==> config.mk <==
export PLATFORM = sky130hd
export DESIGN_NAME = hk628_audio_out
export DESIGN_NICKNAME = d
export VERILOG_FILES = /design/src/rtl/hk628_audio_out.sv
export SDC_FILE = /design/constraint.sdc
export NUM_CORES = 1
export LEC_CHECK = 0
export ABC_AREA = 1
export BUFFER_PORTS_ARGS = -buffer_cell sky130_fd_sc_hd__buf_2
export CAP_MARGIN = 20
export CORE_MARGIN = 4
export CORE_UTILIZATION = 62
export CTS_CLUSTER_SIZE = 28
export DETAILED_ROUTE_END_ITERATION = 8
export PLACE_DENSITY = 0.82
export SYNTH_ARGS = -nofsm -noshare
export SYNTH_HDL_FRONTEND = slang
export SYNTH_SLANG_ARGS = --single-unit
export TNS_END_PERCENT = 30
==> constraint.sdc <==
create_clock -name clk -period 4.4 [get_ports clk]
set_input_delay 0.22 -clock clk [delete_from_list [all_inputs] [get_ports clk]]
set_output_delay 0.22 -clock clk [all_outputs]
set_load 0.01 [all_outputs]
==> src/rtl/hk628_audio_out.sv <==
// Audio output stage: boxcar-decimates the core's 50 MHz PCM to ~48 kHz, then applies a
// 5-bit volume with a soft-mute ramp and emits a registered sample with a one-cycle strobe.
module hk628_audio_out #(
    parameter int unsigned DIV   = 1042,
    parameter int unsigned SHIFT = 10
) (
    input  logic               clk,
    input  logic               reset,
    input  logic signed [15:0] pcm_in,
    input  logic        [4:0]  vol,
    input  logic               mute,
    output logic signed [15:0] pcm_out,
    output logic               sample_stb,
    output logic               ramp_busy
);

    localparam int unsigned CW  = $clog2(DIV);
    localparam int unsigned AW  = 16 + SHIFT;
    localparam int unsigned WIN = 2 ** SHIFT;

    typedef enum logic [1:0] {StMuted, StRampUp, StActive, StRampDown} gain_st_e;

    logic        [CW-1:0] cnt_q, cnt_d;
    logic signed [AW-1:0] acc_q, acc_d;
    logic signed [15:0]   avg_q, avg_d;
    logic        [4:0]    gain_q, gain_d;
    logic        [4:0]    target;
    logic                 s1_q;
    logic signed [19:0]   prod;
    logic signed [15:0]   pcm_d;
    logic                 last;
    gain_st_e             state_q, state_d;

    assign last   = (cnt_q == CW'(DIV - 1));
    assign target = mute ? 5'd0 : ((vol > 5'd16) ? 5'd16 : vol);

    // Sample counter and boxcar accumulator; inputs past the window are ignored.
    always_comb begin
        cnt_d = last ? '0 : cnt_q + 1'b1;
        acc_d = acc_q;
        if (cnt_q == '0) begin
            acc_d = {{SHIFT{pcm_in[15]}}, pcm_in};
        end else if (cnt_q < CW'(WIN)) begin
            acc_d = acc_q + {{SHIFT{pcm_in[15]}}, pcm_in};
        end
        avg_d = last ? 16'(acc_q >>> SHIFT) : avg_q;
    end

    // Gain FSM: state register
    always_ff @(posedge clk) begin
        if (reset) begin
            state_q <= StMuted;
            gain_q  <= '0;
        end else begin
            state_q <= state_d;
            gain_q  <= gain_d;
        end
    end

    // Gain FSM: next state, evaluated only at the stage-1 edge
    always_comb begin
        gain_d  = gain_q;
        state_d = state_q;
        if (last) begin
            if (gain_q < target) begin
                gain_d = gain_q + 5'd1;
            end else if (gain_q > target) begin
                gain_d = gain_q - 5'd1;
            end
            if (gain_d < target) begin
                state_d = StRampUp;
            end else if (gain_d > target) begin
                state_d = StRampDown;
            end else if (gain_d == 5'd0) begin
                state_d = StMuted;
            end else begin
                state_d = StActive;
            end
        end
    end

    // Gain FSM: outputs
    always_comb begin
        ramp_busy = 1'b0;
        unique case (state_q)
            StRampUp, StRampDown: ramp_busy = 1'b1;
            default:              ramp_busy = 1'b0;
        endcase
    end

    // 16 x 6-bit signed product; |avg * 16| <= 2^19 so 20 bits never overflow.
    assign prod  = 20'(avg_q) * 20'(signed'({1'b0, gain_q}));
    assign pcm_d = 16'(prod >>> 4);

    always_ff @(posedge clk) begin
        if (reset) begin
            cnt_q      <= '0;
            acc_q      <= '0;
            avg_q      <= '0;
            s1_q       <= 1'b0;
            pcm_out    <= '0;
            sample_stb <= 1'b0;
        end else begin
            cnt_q      <= cnt_d;
            acc_q      <= acc_d;
            avg_q      <= avg_d;
            s1_q       <= last;
            sample_stb <= s1_q;
            if (s1_q) begin
                pcm_out <= pcm_d;
            end
        end
    end

endmodule

; ---- Yosys cells after proc, flatten, opt, wreduce, memory -nomap -nowiden
; Cells that the tools add are included.
[word_totals]
reg_bits = 78
latchBits = 0
ram_bits = 0
rom_bits = 0
memories = 0
[classes]
n_addsub = 4
mul = 1
n_div = 0
magnitude_cmp = 6
n_eq_ne = 3
shifts = 0
n_mux = 11
bitwise = 0
n_reduce_logical = 5
[op_table]
columns = cell, count
row1 = two-way mux 26 bit, 2
row2 = adder 26 bit, 1
row3 = two-way mux 5 bit, 5
row4 = multiplier 16 x 6 -> 20 bit, 1
row5 = adder 11 x 1 -> 11 bit (second input constant), 1
row6 = == test 11 bit (second input constant), 1
row7 = logical NOT 11 bit, 1
row8 = less-than comparator 11 bit (second input constant), 1
row9 = greater-than comparator 5 bit, 2
row10 = less-than comparator 5 bit, 2
row11 = two-way mux 2 bit, 3
row12 = adder 5 x 1 -> 5 bit (second input constant), 1
row13 = greater-than comparator 5 bit (second input constant), 1
row14 = logical NOT 5 bit, 1
row15 = subtractor 5 x 1 -> 5 bit (second input constant), 1
row16 = OR reduction 2 bit, 2
row17 = == test 2 x 1 -> 1 bit (second input constant), 1
row18 = == test 2 bit (second input constant), 1
row19 = nonzero test 2 bit, 1
row20 = two-way mux 1 bit, 1

; ---- Depth between registers and ports, before layout
[logic_depth]
word_depth = 11
depth_mapped = 22

; ---- Least setup slack after synthesis
; Ideal clock, no wire load.
[synth_timing]
kind = register -> register
startpoint = register gain_q[2]
endpoint = register pcm_out[11]
setup_time_ps = 56
t_arrival_ps = 3662
required_ps = 4344
slack_ps = 682
path_stages_with_launch = 18
period_less_slack_ps = 3718
cell_sequence = dfxtp_1 -> buf_2 -> buf_1 -> nand2_1 -> fa_1 -> inv_1 -> fa_1 -> fa_1 -> ha_1 -> a21oi_1 -> nand2_1 -> nand3_1 -> a21oi_1 -> nor2_1 -> or2_2 -> nand2_1 -> nand2_1 -> inv_1
[synth_via]
elab_chain_cells = 1
[synth_lines]
columns = item, line
row1 = "start, declared", 26  ; logic [4:0] gain_q, gain_d;
row2 = "start signal, assigned", 56  ; gain_q <= gain_d;
row3 = multiplier 16 x 6 -> 20 bit, 92  ; assign prod = 20'(avg_q) * 20'(signed'({1'b0, gain_q}));
row4 = "end signal, assigned", 110  ; pcm_out <= pcm_d;
row5 = "end, declared", 12  ; output logic signed [15:0] pcm_out,
; Every way passes these cells.
; A chain may end at the register's enable or synchronous reset.

; ---- Final worst setup path
[layout_timing]
startpoint = register gain_q[2]
endpoint = register pcm_out[15]
; The elaborated chain is that of the path after synthesis.

==> reports/qor.txt <==
Final Hold Fails: 0
Hold WC Path Type: primary input to flip-flop
fin util: 67.9%
status: complete, no violations
Remaining Overflow, GRT: 0
Initial Utilization: 63.1%
most common cell after layout, fill and taps aside: nand2_1
Syn Area/Cell: 6.44 um2
height of the die: 121 um
initial antenna violation count: 0
FMAX: 253 MHz
DRC viols: 0
htree depth: 3
Initial DRC Count: 504
core footprint: 12600 um2
Net count, final: 1409
cell count after synthesis: 1237
setup_tns: 0 ns
skew final: 0.00911 ns
Netlist Area Pre-Place: 7970 um2
Vias per Instance: 5.34
Max Cap Violations: 0
worst skew pair latency: 0.35 ns
Site Rows: 41
synth unique cells: 40
chip width: 121 um
Die Footprint: 14700 um2
GPL Wtd Cong: 0.952
Worst-Margin Slew: 0.971 ns
RSZ-0062 raised after global routing: false
postcts setup bufs: 0
Seq/Total Area, Yosys: 19.3%
ratio of cells with drive above 1 in the final layout: 6.46%
Buffers on Ports: 41
Post-CTS Resized: 0
Max transition margin: 35.2%
Ys Warns: 0
non-filler cells, final: 1442
Global Route Usage Sum: 27.6%
largest net degree at the start of global routing: 28
Worst Path Max Fanout: 15
Diodes inserted: 0
Clock Sinks: 77
Clock Path Buffers: 2
antenna-violating nets left: 0
CTS tree: yes
io pins: 42
Final HPWL DP: 15.2 mm
number of global-route vias before repair: 7378
most frequent cells in the layout: nand2_1 (366), inv_1 (245), nor2_1 (97)
critical path class: flip-flop to flip-flop
Pre-antenna DRT Iters: 6
Setup crit start kind: flip-flop
top cells by area, synth: dfxtp_1 (19%), nand2_1 (17%), fa_1 (12%)
Mapped Nets: 1381
Avg WL per Cell: 13.4 um
Power, Total: 2130 uW
top-area cell type share of the netlist area: 19.3%
Synth Register Bits: 77
clk slew on worst S/H paths: 0.06 ns
Period minus WS final: 3.95 ns
Num CTS Buffers: 9
Post-CTS Hold Fix Bufs: 0
via count: 7701
worst path required time: 4.65 ns
final wirelength: 19.3 mm
first-pass GRT wire length: 33.0 mm
Crit path arrival time: 4.21 ns
Pwr per Cell Area: 249 nW/um2
synthesis-to-finish area growth: 7.51%
leakage: 0.00504 uW
Final setup viols: 0
leading area contributor after synthesis: dfxtp_1
Worst Setup End Kind: flip-flop
fin crit share: 89.8%
Max VDD drop: 0.242 mV
CTS root buffer: clkbuf_16
dpl cells: 1426
max-slew violations: 0
area by class of cell:
type,count,area [um2]
Fill cell,1158,4050
Clock inverter,6,45.0
Tap cell,172,215
Timing Repair Buffer,49,265
Inverter,250,938
Multi-Input combinational cell,878,5320
Clock buffer,10,239
Sequential cell,77,1540
flip-flops by register name, summed over array words and instances, names as in the netlist:
name / flops
s1_q: 1
acc_q: 26
gain_q: 5
pcm_out: 16
sample_stb: 1
avg_q: 16
cnt_q: 11
state_q: 1
synthesized netlist by cell type:
master	count
a21o_1	2
a21oi_1	63
a22o_1	15
a31oi_1	6
and2_1	2
and3_1	1
buf_1	3
buf_2	10
buf_4	3
buf_6	3
clkbuf_1	13
clkinv_1	1
dfxtp_1	77
fa_1	47
ha_1	73
inv_1	245
inv_2	4
nand2_1	366
nand2_2	1
nand3_1	69
nand3_2	2
nand3b_1	4
nand4_1	18
nor2_1	97
nor2_4	1
nor3_1	12
nor3_2	1
nor3b_1	1
nor4_2	1
nor4_4	1
o211ai_1	1
o21a_1	1
o21ai_0	58
o21ai_1	3
o21bai_1	3
o22ai_1	2
or2_0	1
or2_2	6
xnor2_1	8
xor2_1	12
kinds of logic after synthesis:
family,after synthesis,share of synthesized area [%]
and+or+nand+nor,584,30.6
buffers and inverters,282,13.9
AOI/OAI and AO/OA,154,10.7
adders and majority gates,120,23.3
DFF,77,19.3
xor gates and xnor gates,20,2.20
metal layers:
layer,routed length (um),global-route usage [%],vias up
met5,0,0,-
met4,661,11.1,0
met3,1110,4.80,60
met2,9370,47.9,267
met1,8160,33.7,3475
li1,-,-,3899
path summary, 6_finish.rpt:
check | start | end | slack (ns) | cells after the start
max | gain_q[2]$_SDFFE_PP0P_ | pcm_out[15]$_SDFFE_PP0P_ | 0.45 | 16
min | pcm_in[5] | acc_q[5]$_SDFFE_PP0P_ | 0.15 | 3
max reg2reg | gain_q[2]$_SDFFE_PP0P_ | pcm_out[15]$_SDFFE_PP0P_ | 0.45 | 16
min reg2reg | state_q[0]$_SDFFE_PP0P_ | state_q[0]$_SDFFE_PP0P_ | 0.46 | 2
report_power, final:
| group | switching, uW | internal, uW | total [uW] |
|---|---|---|---|
| clock network | 316 | 400 | 716 |
| registers | 36.7 | 741 | 777 |
| logic | 419 | 222 | 641 |
| total | 772 | 1360 | 2130 |
worst max-delay path, cell delays in order, from the launching register on:
cell and delay [ns]:
dfxtp_1 0.69, nand2_1 0.18, fa_1 0.57, inv_1 0.05
fa_1 0.46, fa_1 0.52, ha_1 0.38, a21oi_1 0.24
nand2_1 0.14, nand3_1 0.12, nand2_1 0.09, nand2_1 0.10
nand2_1 0.06, nand2_1 0.06, nand3_1 0.07, nand2_1 0.09
inv_1 0.04
stage by stage:
| step | instance area [um2] | hold WS, ns | setup slack (ns) |
|---|---|---|---|
| floorplan | 7970 | 0.379 | 0.682 |
| global placement | 8280 | 0.441 | 0.567 |
| detailed placement | 8280 | 0.458 | 0.495 |
| CTS | 8570 | 0.146 | 0.484 |
| global route | 8570 | 0.181 | 0.165 |
| finish | 8570 | 0.147 | 0.447 |
Power figures use the tool's default switching activity.
